--- src/rtl/rv2t_fetch_aligner_if.sv ---
// Fetch-word and instruction handshake bundle for the RV2T fetch aligner.
// The slave modport is the aligner itself; the master modport is its
// environment (instruction memory port upstream, decode downstream).
interface rv2t_fetch_aligner_if #(
  parameter int PC_WIDTH = 32
);
  logic                word_valid_i;
  logic                word_ready_o;
  logic [31:0]         word_i;
  logic                instr_valid_o;
  logic                instr_ready_i;
  logic [31:0]         instr_o;
  logic [PC_WIDTH-1:0] instr_pc_o;
  logic                instr_is_compressed_o;
  logic                instr_illegal_o;

  modport slave (
    input  word_valid_i, word_i, instr_ready_i,
    output word_ready_o, instr_valid_o, instr_o, instr_pc_o,
           instr_is_compressed_o, instr_illegal_o
  );

  modport master (
    output word_valid_i, word_i, instr_ready_i,
    input  word_ready_o, instr_valid_o, instr_o, instr_pc_o,
           instr_is_compressed_o, instr_illegal_o
  );
endinterface

--- src/rtl/rv2t_fetch_aligner.sv ---
// RV2T fetch aligner: buffers 32-bit fetch words as 16-bit parcels, realigns
// 16/32-bit instructions across word boundaries and expands RV32C parcels
// into their RV32I equivalents.
module rv2t_fetch_aligner #(
  parameter int                  PC_WIDTH = 32,
  parameter int                  DEPTH_HW = 8,
  parameter int                  C_EXT    = 1,
  parameter logic [PC_WIDTH-1:0] RESET_PC = '0
) (
  input  logic                clk,
  input  logic                reset_n,
  input  logic                flush_i,
  input  logic [PC_WIDTH-1:0] flush_pc_i,
  rv2t_fetch_aligner_if.slave bus
);

  localparam int PTR_W = $clog2(DEPTH_HW);
  localparam int CNT_W = PTR_W + 1;

  localparam logic [6:0] OP_LOAD   = 7'b0000011;
  localparam logic [6:0] OP_IMM    = 7'b0010011;
  localparam logic [6:0] OP_STORE  = 7'b0100011;
  localparam logic [6:0] OP_REG    = 7'b0110011;
  localparam logic [6:0] OP_LUI    = 7'b0110111;
  localparam logic [6:0] OP_BRANCH = 7'b1100011;
  localparam logic [6:0] OP_JALR   = 7'b1100111;
  localparam logic [6:0] OP_JAL    = 7'b1101111;

  typedef struct packed {
    logic        illegal;
    logic [31:0] instr;
  } expand_t;

  // RV32C quadrants 0-2 to canonical RV32I; anything not listed is illegal.
  function automatic expand_t expand(input logic [15:0] c);
    expand_t    r;
    logic [4:0] rd, rs2, rdp, rs2p;
    logic [5:0] imm6;
    rd   = c[11:7];
    rs2  = c[6:2];
    rdp  = {2'b01, c[9:7]};
    rs2p = {2'b01, c[4:2]};
    imm6 = {c[12], c[6:2]};
    r.illegal = 1'b0;
    r.instr   = 32'h0;
    case ({c[15:13], c[1:0]})
      5'b000_00: begin // c.addi4spn
        r.instr   = {2'b00, c[10:7], c[12:11], c[5], c[6], 2'b00, 5'd2, 3'b000, rs2p, OP_IMM};
        r.illegal = (c[12:5] == 8'h00);
      end
      5'b010_00: // c.lw
        r.instr = {5'b0, c[5], c[12:10], c[6], 2'b00, rdp, 3'b010, rs2p, OP_LOAD};
      5'b110_00: // c.sw
        r.instr = {5'b0, c[5], c[12], rs2p, rdp, 3'b010, c[11:10], c[6], 2'b00, OP_STORE};
      5'b000_01: // c.addi / c.nop
        r.instr = {{7{c[12]}}, c[6:2], rd, 3'b000, rd, OP_IMM};
      5'b001_01, 5'b101_01: // c.jal / c.j
        r.instr = {c[12], c[8], c[10:9], c[6], c[7], c[2], c[11], c[5:3], c[12],
                   {8{c[12]}}, c[15] ? 5'd0 : 5'd1, OP_JAL};
      5'b010_01: begin // c.li
        r.instr   = {{7{c[12]}}, c[6:2], 5'd0, 3'b000, rd, OP_IMM};
        r.illegal = (rd == 5'd0);
      end
      5'b011_01: begin
        if (rd == 5'd2) begin // c.addi16sp
          r.instr   = {{3{c[12]}}, c[4:3], c[5], c[2], c[6], 4'b0000, 5'd2, 3'b000, 5'd2, OP_IMM};
          r.illegal = (imm6 == 6'd0);
        end else begin        // c.lui
          r.instr   = {{15{c[12]}}, c[6:2], rd, OP_LUI};
          r.illegal = (imm6 == 6'd0) || (rd == 5'd0);
        end
      end
      5'b100_01: begin
        case (c[11:10])
          2'b00: begin // c.srli
            r.instr   = {7'b0000000, c[6:2], rdp, 3'b101, rdp, OP_IMM};
            r.illegal = c[12] || (imm6 == 6'd0);
          end
          2'b01: begin // c.srai
            r.instr   = {7'b0100000, c[6:2], rdp, 3'b101, rdp, OP_IMM};
            r.illegal = c[12] || (imm6 == 6'd0);
          end
          2'b10: // c.andi
            r.instr = {{7{c[12]}}, c[6:2], rdp, 3'b111, rdp, OP_IMM};
          default: begin
            // c[12]=1 holds subw/addw and the reserved encodings.
            r.illegal = c[12];
            case (c[6:5])
              2'b00:   r.instr = {7'b0100000, rs2p, rdp, 3'b000, rdp, OP_REG};
              2'b01:   r.instr = {7'b0000000, rs2p, rdp, 3'b100, rdp, OP_REG};
              2'b10:   r.instr = {7'b0000000, rs2p, rdp, 3'b110, rdp, OP_REG};
              default: r.instr = {7'b0000000, rs2p, rdp, 3'b111, rdp, OP_REG};
            endcase
          end
        endcase
      end
      5'b110_01, 5'b111_01: // c.beqz / c.bnez
        r.instr = {c[12], {3{c[12]}}, c[6:5], c[2], 5'd0, rdp, {2'b00, c[13]},
                   c[11:10], c[4:3], c[12], OP_BRANCH};
      5'b000_10: begin // c.slli
        r.instr   = {7'b0000000, c[6:2], rd, 3'b001, rd, OP_IMM};
        r.illegal = c[12] || (imm6 == 6'd0);
      end
      5'b010_10: begin // c.lwsp
        r.instr   = {4'b0, c[3:2], c[12], c[6:4], 2'b00, 5'd2, 3'b010, rd, OP_LOAD};
        r.illegal = (rd == 5'd0);
      end
      5'b100_10: begin
        if (!c[12]) begin
          if (rs2 == 5'd0) begin // c.jr, rs1=0 reserved
            r.instr   = {12'h000, rd, 3'b000, 5'd0, OP_JALR};
            r.illegal = (rd == 5'd0);
          end else begin         // c.mv
            r.instr = {7'b0, rs2, 5'd0, 3'b000, rd, OP_REG};
          end
        end else if (rd == 5'd0 && rs2 == 5'd0) begin // c.ebreak
          r.instr = 32'h0010_0073;
        end else if (rs2 == 5'd0) begin               // c.jalr
          r.instr = {12'h000, rd, 3'b000, 5'd1, OP_JALR};
        end else begin                                // c.add
          r.instr = {7'b0, rs2, rd, 3'b000, rd, OP_REG};
        end
      end
      5'b110_10: // c.swsp
        r.instr = {4'b0, c[8:7], c[12], c[6:2], 5'd2, 3'b010, c[11:9], 2'b00, OP_STORE};
      default:   // FP, RV64/RV128 and reserved encodings
        r.illegal = 1'b1;
    endcase
    return r;
  endfunction

  logic [15:0]         parcels [DEPTH_HW];
  logic [PTR_W-1:0]    rd_ptr, wr_ptr;
  logic [CNT_W-1:0]    count;
  logic                drop_low;
  logic [PC_WIDTH-1:0] pc;

  logic [PTR_W-1:0]    rd_ptr_p1, wr_ptr_p1;
  logic [15:0]         h0, h1;
  logic                head_is_c;
  logic                push, pop;
  logic [CNT_W-1:0]    push_cnt, pop_cnt;
  expand_t             exp_c;

  assign rd_ptr_p1 = rd_ptr + 1'b1;
  assign wr_ptr_p1 = wr_ptr + 1'b1;
  assign h0        = parcels[rd_ptr];
  assign h1        = parcels[rd_ptr_p1];

  // Head decode, handshake qualification and output formatting.
  // NOTE: every signal assigned in this always_comb gets a default first, so
  // no path leaves a value unassigned and no latch is inferred.
  always_comb begin
    head_is_c                 = (C_EXT != 0) && (h0[1:0] != 2'b11);
    exp_c                     = expand(h0);
    bus.word_ready_o          = (count <= CNT_W'(DEPTH_HW - 2));
    bus.instr_valid_o         = 1'b0;
    bus.instr_o               = 32'h0;
    bus.instr_pc_o            = pc;
    bus.instr_is_compressed_o = 1'b0;
    bus.instr_illegal_o       = 1'b0;
    if (head_is_c) bus.instr_valid_o = (count >= CNT_W'(1)) && !flush_i;
    else           bus.instr_valid_o = (count >= CNT_W'(2)) && !flush_i;
    if (bus.instr_valid_o) begin
      if (head_is_c) begin
        bus.instr_is_compressed_o = 1'b1;
        bus.instr_illegal_o       = exp_c.illegal;
        bus.instr_o               = exp_c.illegal ? {16'h0, h0} : exp_c.instr;
      end else begin
        bus.instr_o         = {h1, h0};
        bus.instr_illegal_o = (h0[4:2] == 3'b111) || (h0[1:0] != 2'b11);
      end
    end
    push     = bus.word_valid_i && bus.word_ready_o && !flush_i;
    pop      = bus.instr_valid_o && bus.instr_ready_i;
    push_cnt = '0;
    pop_cnt  = '0;
    if (push) push_cnt = drop_low ? CNT_W'(1) : CNT_W'(2);
    if (pop)  pop_cnt  = head_is_c ? CNT_W'(1) : CNT_W'(2);
  end

  // Parcel storage write port; a half-dropped word stores only its upper parcel.
  // NOTE: the parcel array has no reset; count alone decides which entries
  // are meaningful, so clearing the storage would only cost reset fan-out.
  always_ff @(posedge clk) begin
    if (push) begin
      if (drop_low) begin
        parcels[wr_ptr] <= bus.word_i[31:16];
      end else begin
        parcels[wr_ptr]    <= bus.word_i[15:0];
        parcels[wr_ptr_p1] <= bus.word_i[31:16];
      end
    end
  end

  // Pointer, occupancy and PC state; flush overrides push and pop.
  // NOTE: state registers use non-blocking assignments so every register
  // samples the pre-edge values and simulation matches the synthesized flops.
  always_ff @(posedge clk or negedge reset_n) begin
    if (!reset_n) begin
      rd_ptr   <= '0;
      wr_ptr   <= '0;
      count    <= '0;
      drop_low <= 1'b0;
      pc       <= RESET_PC;
    end else if (flush_i) begin
      rd_ptr   <= '0;
      wr_ptr   <= '0;
      count    <= '0;
      drop_low <= flush_pc_i[1];
      pc       <= flush_pc_i & ~PC_WIDTH'(1);
    end else begin
      if (push) begin
        wr_ptr   <= wr_ptr + PTR_W'(push_cnt);
        drop_low <= 1'b0;
      end
      if (pop) begin
        rd_ptr <= rd_ptr + PTR_W'(pop_cnt);
        pc     <= pc + (head_is_c ? PC_WIDTH'(2) : PC_WIDTH'(4));
      end
      count <= count + push_cnt - pop_cnt;
    end
  end

endmodule
--- src/flat_wrapper.sv ---
// flat-port wrapper written by rule: the top's interface ports become plain ports
module rv2t_fetch_aligner_flat 
#(
  parameter int                  PC_WIDTH = 32,
  parameter int                  DEPTH_HW = 8,
  parameter int                  C_EXT    = 1,
  parameter logic [PC_WIDTH-1:0] RESET_PC = '0
)
  (clk, reset_n, flush_i, flush_pc_i, bus_word_valid_i, bus_word_i, bus_instr_ready_i, bus_word_ready_o, bus_instr_valid_o, bus_instr_o, bus_instr_pc_o, bus_instr_is_compressed_o, bus_instr_illegal_o);
  rv2t_fetch_aligner_if #(.PC_WIDTH(PC_WIDTH)) bus_i ();
  input  logic clk;
  input  logic reset_n;
  input  logic flush_i;
  input  logic [PC_WIDTH-1:0] flush_pc_i;
  input wire logic [$bits(bus_i.word_valid_i)-1:0] bus_word_valid_i;
  input wire logic [$bits(bus_i.word_i)-1:0] bus_word_i;
  input wire logic [$bits(bus_i.instr_ready_i)-1:0] bus_instr_ready_i;
  output wire logic [$bits(bus_i.word_ready_o)-1:0] bus_word_ready_o;
  output wire logic [$bits(bus_i.instr_valid_o)-1:0] bus_instr_valid_o;
  output wire logic [$bits(bus_i.instr_o)-1:0] bus_instr_o;
  output wire logic [$bits(bus_i.instr_pc_o)-1:0] bus_instr_pc_o;
  output wire logic [$bits(bus_i.instr_is_compressed_o)-1:0] bus_instr_is_compressed_o;
  output wire logic [$bits(bus_i.instr_illegal_o)-1:0] bus_instr_illegal_o;
  assign bus_i.word_valid_i = bus_word_valid_i;
  assign bus_i.word_i = bus_word_i;
  assign bus_i.instr_ready_i = bus_instr_ready_i;
  assign bus_word_ready_o = bus_i.word_ready_o;
  assign bus_instr_valid_o = bus_i.instr_valid_o;
  assign bus_instr_o = bus_i.instr_o;
  assign bus_instr_pc_o = bus_i.instr_pc_o;
  assign bus_instr_is_compressed_o = bus_i.instr_is_compressed_o;
  assign bus_instr_illegal_o = bus_i.instr_illegal_o;
  rv2t_fetch_aligner #(.PC_WIDTH(PC_WIDTH), .DEPTH_HW(DEPTH_HW), .C_EXT(C_EXT), .RESET_PC(RESET_PC)) u_core (.clk(clk), .reset_n(reset_n), .flush_i(flush_i), .flush_pc_i(flush_pc_i), .bus(bus_i));
endmodule
--- config.mk ---
export PLATFORM = sky130hd
export DESIGN_NAME = rv2t_fetch_aligner_flat
export DESIGN_NICKNAME = d
export VERILOG_FILES = /design/src/rtl/rv2t_fetch_aligner_if.sv /design/src/rtl/rv2t_fetch_aligner.sv /design/src/flat_wrapper.sv
export SDC_FILE = /design/constraint.sdc
export NUM_CORES = 1
export LEC_CHECK = 0
export CORE_MARGIN = 2
export CORE_UTILIZATION = 46
export DETAILED_ROUTE_END_ITERATION = 8
export HOLD_SLACK_MARGIN = 0.03
export PLACE_DENSITY = 0.77
export SYNTH_ARGS = -nofsm -noshare
export SYNTH_HDL_FRONTEND = slang
export SYNTH_SLANG_ARGS = --single-unit
--- constraint.sdc ---
create_clock -name clk -period 5.6 [get_ports clk]
set_input_delay 1.12 -clock clk [delete_from_list [all_inputs] [get_ports clk]]
set_output_delay 1.12 -clock clk [all_outputs]
set_load 0.005 [all_outputs]
==> Word level (Yosys, flattened, before mapping) <==
Memory sizes are Yosys's and may differ from the RTL's.
Cells that the tools add are included.
{ "op_classes": {"add_sub_neg": 7, "n_lt_le_gt_ge": 3, "n_eq_ne": 21, "muxes": 42, "bitwise": 1, "reduce_logical": 24} }
{ "op_table": {"columns": ["cell", "n"], "rows": [
  ["case mux 32 bit (13 select lines)", 1],
  ["two-way mux 32 bit", 6],
  ["case mux 32 bit (3 select lines)", 1],
  ["case mux 31 bit (3 select lines)", 1],
  ["two-way mux 25 bit", 3],
  ["equality test 5 bit, second input constant", 7],
  ["two-way mux 33 bit", 1],
  ["adder 32 bit", 1],
  ["equality test 5 x 4 -> 1 bit, second input constant", 4],
  ["two-way mux 1 bit", 16],
  ["two-way mux 16 bit", 1],
  ["logical NOT 5 bit", 3],
  ["two-way mux 3 bit", 5],
  ["two-way mux 4 bit", 3],
  ["equality test 5 x 2 -> 1 bit, second input constant", 2],
  ["logical NOT 8 bit", 1],
  ["OR reduction 2 bit", 4],
  ["OR reduction 8 bit", 1],
  ["case mux 1 bit (7 select lines)", 1],
  ["adder 3 x 1 -> 3 bit, second input constant", 2],
  ["adder 3 bit", 2],
  ["logical AND 1 bit", 6],
  ["logical NOT 6 bit", 1],
  ["equality test 5 x 1 -> 1 bit, second input constant", 1],
  ["17 further kinds", 24]
]} }
{ "totals": {"reg_bits": 43, "mem_bits_rw": 128, "output_inout_bits": 68, "elab_cells": 104, "mem_count": 1} }
{ "mem_list": {"columns": ["memory", "depth", "word_bits", "read_ports", "rd_ports_with_merged_regs", "wr", "line_no", "text"], "rows": [
  ["u_core.parcels", 8, 16, 2, 0, 2, "rv2t_fetch_aligner.sv:132", "logic [15:0] parcels [DEPTH_HW];"]
]} }

==> Logic depth before layout (Yosys ltp) <==
Gate-level depths: netlist (run 1).
An unclocked memory read counts as a cell.
{ "logic_depth": {"ltp_word": 9, "ltp_mapped": 17, "mapped_depth_nobuf": 14} }

==> Least setup slack after synthesis (run 1) <==
Ideal clock, no wire load.
{ "synth_path": {"path_type": "register to output", "startpoint": "register u_core.rd_ptr[1]", "endpoint": "output bus_instr_o[19]", "t_arrival_ns": 2.952, "slack_ns": 1.528, "path_stages_with_launch": 14, "path_buffers": 5, "cell_sequence": "dfrtp_1 -> buf_2 -> buf_2 -> buf_2 -> mux4_2 -> mux2_2 -> buf_2 -> nand2_2 -> o211ai_1 -> a31oi_2 -> o211ai_4 -> a21o_4 -> buf_4 -> a211oi_1"} }
{ "synth_via": {"elab_chain_len": 9, "elab_cells_between_ends": 49, "cone_classes": "1 x add/sub; 18 x eq/ne; 15 x mux; 14 x reduce/logical; 1 x memory"} }
{ "synth_rtl": {"columns": ["element", "line_no", "text"], "rows": [
  ["start, declared", "rv2t_fetch_aligner.sv:133", "logic [PTR_W-1:0] rd_ptr, wr_ptr;"],
  ["start signal, assigned", "rv2t_fetch_aligner.sv:218", "rd_ptr <= rd_ptr + PTR_W'(pop_cnt);"],
  ["memory (8 x 16 bit) (*)", null, null],
  ["logical NOT 5 bit, on equally long branches", null, null],
  ["logical AND 1 bit", "rv2t_fetch_aligner.sv:116", "end else if (rd == 5'd0 && rs2 == 5'd0) begin"],
  ["two-way mux 25 bit", "rv2t_fetch_aligner.sv:116", null],
  ["two-way mux 32 bit", "rv2t_fetch_aligner.sv:109", "if (!c[12]) begin"],
  ["case mux 32 bit (13 select lines)", "rv2t_fetch_aligner.sv:46", "case ({c[15:13], c[1:0]})"],
  ["two-way mux 32 bit", "rv2t_fetch_aligner.sv:168", "bus.instr_o = exp_c.illegal ? {16'h0, h0} : exp_c.instr;"],
  ["two-way mux 32 bit", "rv2t_fetch_aligner.sv:165", "if (head_is_c) begin"],
  ["two-way mux 32 bit (*)", "rv2t_fetch_aligner.sv:164", "if (bus.instr_valid_o) begin"],
  ["end, declared", "flat_wrapper.sv:20", "output wire logic [$bits(bus_i.instr_o)-1:0] bus_instr_o;"]
]} }
Mark *: on every way between the ends. The rest lies on a longest branch, timed or not.

==> Worst setup path in the final report (run 1) <==
{ "layout_path": {"startpoint": "register u_core.rd_ptr[0]", "endpoint": "output bus_instr_o[15]"} }
The elaborated chain is that of the path after synthesis.

==> results of run 1 <==
==> cells by family (layout without fill, tap and decap cells) <==
logic type,Yosys count,after routing,share of synthesized area
AND/OR/NAND/NOR,232,232,0.0954
adder cells (fa/ha/maj),17,17,0.0215
other,1,1,0.000323
buffers and inverters,83,248,0.0338
XOR/XNOR,35,35,0.0264
flip-flops,170,170,0.421
AO/OA/AOI/OAI,187,187,0.108
multiplexers,235,235,0.294
==> what timing repair did <==
action,CTS,global route
buffers inserted,0,5
endpoints found under the setup margin,1,21
pin swaps,0,3
cloned,0,1
gates resized for setup,1,8
==> area by class of cell <==
class / instances / area share
Multi-Input combinational cell: 707 / 0.449
Sequential cell: 170 / 0.342
Timing Repair Buffer: 195 / 0.130
Clock buffer: 17 / 0.0298
Tap cell: 330 / 0.0289
Clock inverter: 15 / 0.0145
Inverter: 21 / 0.00551
==> cell usage after synthesis, drive strengths merged, types with 4 or more instances <==
cell	instances	share of area
nor2b	5	0.0027
a21o	8	0.0058
ha	12	0.013
o211ai	11	0.0083
and4	5	0.0038
o21ai	61	0.026
nor3	22	0.011
xor2	24	0.018
a21oi	37	0.016
a2111oi	4	0.0062
nand3	17	0.0073
inv	20	0.0065
edfxtp	128	0.33
and3	9	0.0048
dfrtp	42	0.090
mux4	64	0.13
nand4	12	0.0065
nand2	89	0.029
a31oi	15	0.0086
buf	28	0.016
a221oi	7	0.0058
mux2i	24	0.022
fa	5	0.0086
and2	4	0.0022
xnor2	11	0.0083
clkbuf	34	0.011
a211oi	21	0.014
nor2	57	0.019
mux2	147	0.14
==> power breakdown <==
group          total [mW]  internal, mW  leakage, nW  switching [mW]
combinational        1.67         0.764         2.84           0.906
clock                1.25         0.620        0.299           0.626
sequential           1.50          1.45         1.68          0.0573
total                4.42          2.83         4.82            1.59
==> per-layer routing <==
metal | wire length, um | global-route usage | up-vias
met5 | 0 | 0 | -
met4 | 925 | 0.0861 | 0
met3 | 3180 | 0.0507 | 81
met2 | 16600 | 0.425 | 565
met1 | 14400 | 0.362 | 4643
li1 | - | - | 4055
==> flip-flops by register name, indices dropped and copies added, names as in the netlist <==
signal and count:
u_core.bus.instr_pc_o 31, u_core.count 4, u_core.drop_low 1, u_core.parcels 128
u_core.rd_ptr 3, u_core.wr_ptr 3
==> stage by stage <==
stage	setup slack (ns)	instances	setup TNS (ns)	utilization
final	0.126	1455	0	0.573
after floorplan	1.53	960	0	-
after CTS	0.0242	1449	0	0.569
after global placement	0.490	1417	0	0.543
after detailed placement	0.456	1417	0	0.543
after global routing	-0.00567	1455	-0.00567	0.573
==> placed cells by master, fill, tap and decap left out, types with 4 or more instances in the layout <==
master and count:
a211oi_1 17, a211oi_2 4, a21o_1 7, a21oi_1 32, a21oi_2 5, a221oi_1 5, a31oi_1 12, and2_1 4
and3_1 9, and4_1 5, buf_12 4, buf_4 56, clkbuf_16 18, clkdlybuf4s50_1 132, clkinv_8 6, dfrtp_1 41
edfxtp_1 128, fa_1 5, ha_1 11, inv_1 19, inv_12 4, mux2_2 146, mux2i_1 21, mux4_1 15
mux4_2 49, nand2_1 86, nand3_1 17, nand4_1 12, nor2_1 56, nor2b_1 5, nor3_1 19, o211ai_1 10
o21ai_0 56, xnor2_1 11, xor2_1 23
==> critical path: cells and delay by family (launching register included) <==
kind            cells  cell delay, ns
compound gates      4            0.66
flops               1            0.43
simple gates        2            0.51
buf+inv             5            1.32
mux                 2            0.97
==> final timing paths <==
check / startpoint / to / slack, ns
max in group asynchronous: reset_n / u_core.rd_ptr[0] / 4.10
setup reg to reg: u_core.rd_ptr[0] / u_core.bus.instr_pc_o[28] / 1.11
min in group asynchronous: reset_n / u_core.bus.instr_pc_o[14] / 0.83
hold / removal: u_core.bus.instr_pc_o[31] / u_core.bus.instr_pc_o[31] / 0.62
hold reg to reg: u_core.bus.instr_pc_o[31] / u_core.bus.instr_pc_o[31] / 0.62
setup / recovery: u_core.rd_ptr[0] / bus_instr_o[15] / 0.13
==> metrics, run 1 <==
status complete, no violations; Critical Path AT 4.35 ns; GR Util All Layers 0.264; fin crit period ~5.5 ns; row cnt 58; Finish-stage setup viols 0; fin nets ~1200; drt total wl approximately 35 mm; Via density ~6.4; final worst-path cycle share 0.977; crit path max-delay cell type mux4_2; DRT Pass-1 Iters 5; Slew Viols, Final 0; max incr delay on CP approximately 0.57 ns; Avg Synthesized Cell Area 12.1 um^2; clock latency on the worst-skew pair 0.44 ns; DRC viols 0; global-route wire length before repair 53.1 mm; Crit Path Max Fanout 21; Antenna Cells 0; critical path class reg -> out; worst hold slack around 0.6 ns; Root Buffer Master clkbuf_16; clock sinks 170; total power 4.42 mW; Design Area, Final 14300 um^2; Hold Fails Final Rpt 0; Worst Setup End Kind output port; register area roughly 5000 um^2; CTS tree done; EDFF count, synth 128; total core area ~25000 um^2; Startpoint Class flop; synth unique cells 74; largest net degree at the start of global routing between 70 and 80; layout cells sized above 1 0.293; vias in the first global route 9135; Detailed Place HPWL ~24 mm; Pleak 4.82 nW; Slew @ Worst Pin 1.23 ns; Antenna Nets Post-Route 0; initial antenna violation count 0; ys async rst share 0.247; Slew HR 0.182; Die Ht 163 um; class of the worst hold path reg -> reg; hold path cells 2; mapped cell area 11600 um^2; clk slew on worst S/H paths 0.08 ns; multi-input logic area 6420 um^2; initial core utilization 0.466; Post-Syn Nets 1046; fillers 2051; Most Frequent Cell on Critical Path buf_4; Max Fclk 183 MHz; path depth of the worst reg2reg path 14; Overflow after GRT 0; DR vias roughly 9300; Final Skew 0.0152 ns; placed instance area 13600 um^2; Ys Warns 0; WP data required 4.48 ns; max_cap viols 0; Die Wd 163 um; depth of the CTS H-tree 4; flops & latches, synth 170; Syn-to-layout area delta 23.0%; CTS Buf Count 17; power density over the cells 309 nW/um^2; DIE AREA about 27000 um^2; Post-synth top flop edfxtp_1; initial DRC count 1051; RePlAce Congestion 1.01; register area share after synthesis 0.421; worst-path cell chain buf_12 -> mux4_2 -> mux2_2 -> nor4_4 -> buf_4 -> and2_1 -> buf_4 -> o221ai_2 -> o211ai_4 -> buf_4 -> a211oi_1 -> a221oi_2 -> clkdlybuf4s50_1; Cells after Synth 960; # port buffers 134; Top Ports 137; hold_buf cts 0; Worst VDD drop 0.000215 V; drt wl/cell around 24 um; clock buffer depth 2
No activity file was read; power rests on OpenSTA's default activity.
==> run 2: changes to the inputs <==
--- a/config.mk
+++ b/config.mk
@@ -7,6 +7,7 @@
 export LEC_CHECK = 0
 export CORE_MARGIN = 2
 export CORE_UTILIZATION = 46
+export CTS_CLUSTER_DIAMETER = 30
 export DETAILED_ROUTE_END_ITERATION = 8
 export HOLD_SLACK_MARGIN = 0.03
 export PLACE_DENSITY = 0.77
==> results of run 2 <==
Same layout as run 1: the final DEF is identical, and so are final timing and power.
==> run 3: changes to the inputs <==
--- a/config.mk
+++ b/config.mk
@@ -5,6 +5,7 @@
 export SDC_FILE = /design/constraint.sdc
 export NUM_CORES = 1
 export LEC_CHECK = 0
+export CORE_ASPECT_RATIO = 1.1
 export CORE_MARGIN = 2
 export CORE_UTILIZATION = 46
 export CTS_CLUSTER_DIAMETER = 30
==> run 3 against run 2 <==
Clock power down 5%. Critical path depth decreased by 3. Utilization shrank 0.54 points. First-iteration DRC count rose by 16%. Fmax shrank 0.38%. Sequential share of layout area rose by 0.23 points. Sequential power about the same. Combinational power is essentially flat. Clock skew increased by 0.0011 ns. Register-to-register slack got worse by 0.08 ns. Highest routed layer unchanged.
==> metrics, run 3 (same netlist as run 1, synthesis figures left out) <==
internal cell power roughly 2.8 mW; # port buffers roughly 130; DRC viols 0; CTS tree done; Slew HR 0.349; drt wl/cell 24.9 um; Die Ht 171 um; power density over the cells around 310 nW/um^2; initial core utilization 0.464; class of the worst hold path reg -> reg; GR Util All Layers 0.272; Crit Path Max Fanout 14; row cnt just over 60; Worst VDD drop 0.000272 V; layout cells sized above 1 0.288; Worst Setup End Kind output port; Design Area, Final about 14000 um^2; initial antenna violation count 0; sequential power share 0.346; Critical Path AT 4.37 ns; final worst-path cycle share 0.981; Antenna Nets Post-Route 0; status complete, no violations; combinational fraction of design power 0.381; Via density 6.56; fin crit period around 5.5 ns; DIE AREA about 27000 um^2; vias in the first global route 9422; Non-Filler Instances 1443; multi-input logic area 6380 um^2; Net Sw Power 1.54 mW; Antenna Cells 0; Hold Fails Final Rpt 0; commonest non-fill, non-tap cell in the layout mux2_2; depth of the CTS H-tree 4; Clk network pwr share 0.273; Overflow after GRT 0; Finish-stage setup viols 0; CTS Buf Count 17; initial DRC count 1224; post-layout util 0.567; fillers between 2000 and 2500; Pleak 4.81 nW; register area 4900 um^2; Slew @ Worst Pin approximately 0.98 ns; sw frac 0.354; most frequent cells in the layout mux2_2 (146), clkdlybuf4s50_1 (132), edfxtp_1 (128), nand2_1 (87), buf_4 (60); Top reg by flops u_core.parcels; critical path class reg -> out; flip-flop count of the largest register after layout ~130; clock latency on the worst-skew pair between 0.4 and 0.5 ns; Die Wd 156 um; clk slew on worst S/H paths 0.07 ns; RePlAce Congestion 1.06; DR vias 9465; placed instance area 13600 um^2; Syn-to-layout area delta 22.2%; Root Buffer Master clkbuf_16; fin nets 1201; max_cap viols 0; DRT Pass-1 Iters 5; Max Fclk around 180 MHz; clock buffer depth 2; Startpoint Class flop; drt total wl 36.0 mm; WP data required 4.48 ns; Top Ports ~140; total core area 25000 um^2; largest net degree at the start of global routing 76; global-route wire length before repair 54.5 mm; Final Skew around 0.016 ns; clock sinks 170; Slew Viols, Final 0; placed insts around 1400; Detailed Place HPWL 24.5 mm
-- run 3: metrics by stage --
| step | worst slack [ns] | hold WS (ns) | TNS, ns | total power, mW |
|---|---|---|---|---|
| 2_1_floorplan | 1.53 | 0.570 | 0 | 2.50 |
| 6_report | 0.106 | 0.615 | 0 | 4.35 |
| 3_3_place_gp | 0.495 | 0.574 | 0 | 3.13 |
| 3_5_place_dp | 0.449 | 0.594 | 0 | 3.15 |
| 4_1_cts | 0.0278 | 0.617 | 0 | 4.34 |
| 5_1_grt | -0.0711 | 0.663 | -0.342 | 4.53 |
-- run 3: final timing paths --
check	startpoint	endpoint	slack (ns)	cells past startpoint
worst max-delay path	u_core.rd_ptr[0]	bus_instr_o[27]	0.11	10
worst max register to register	u_core.rd_ptr[0]	u_core.bus.instr_pc_o[28]	1.03	14
min in group asynchronous	reset_n	u_core.bus.instr_pc_o[27]	0.83	1
max in group asynchronous	reset_n	u_core.rd_ptr[0]	4.10	1
worst min-delay path	u_core.bus.instr_pc_o[27]	u_core.bus.instr_pc_o[27]	0.61	2
worst min register to register	u_core.bus.instr_pc_o[27]	u_core.bus.instr_pc_o[27]	0.61	2
-- run 3: final cells by class --
class,count,area share
multi-input combinational,707,0.449
inverter,21,0.00555
clock buffer,17,0.0300
tap,315,0.0278
timing repair buffer,198,0.131
clock inverter,15,0.0114
sequential,170,0.345
-- run 3: what timing repair did --
item	4_1_cts	5_1_grt
gates resized for setup	0	2
pin swaps	0	2
buffers inserted	1	2
gates cloned	0	0
setup endpoints to repair	7	13
hold buffers	0	0
-- run 3: critical path, cell delays in order, from the launching register on --
cell             delay, ns
dfrtp_2               0.45
buf_4                 0.18
mux4_1                0.58
mux2_2                0.41
nand2_1               0.33
o211ai_1              0.21
a31oi_2               0.26
o211ai_4              0.19
a21o_4                0.34
a211oi_1              0.40
clkdlybuf4s50_1       0.59
-- run 3: routing by layer --
| layer | part of all wire | track usage | up-vias |
|---|---|---|---|
| met5 | 0 | 0 | - |
| met4 | 0.035 | 0.103 | 0 |
| met3 | 0.093 | 0.0618 | 113 |
| met2 | 0.48 | 0.457 | 602 |
| met1 | 0.39 | 0.344 | 4677 |
| li1 | - | - | 4073 |
-- run 3: power by group through the flow --
stage | Combinational, mW | Sequential (mW) | Clock [mW]
final | 1.66 | 1.51 | 1.19
after global routing | 1.77 | 1.51 | 1.25
after CTS | 1.64 | 1.50 | 1.20
after detailed placement | 1.62 | 1.53 | 0
after global placement | 1.60 | 1.53 | 0
after floorplan | 0.984 | 1.51 | 0
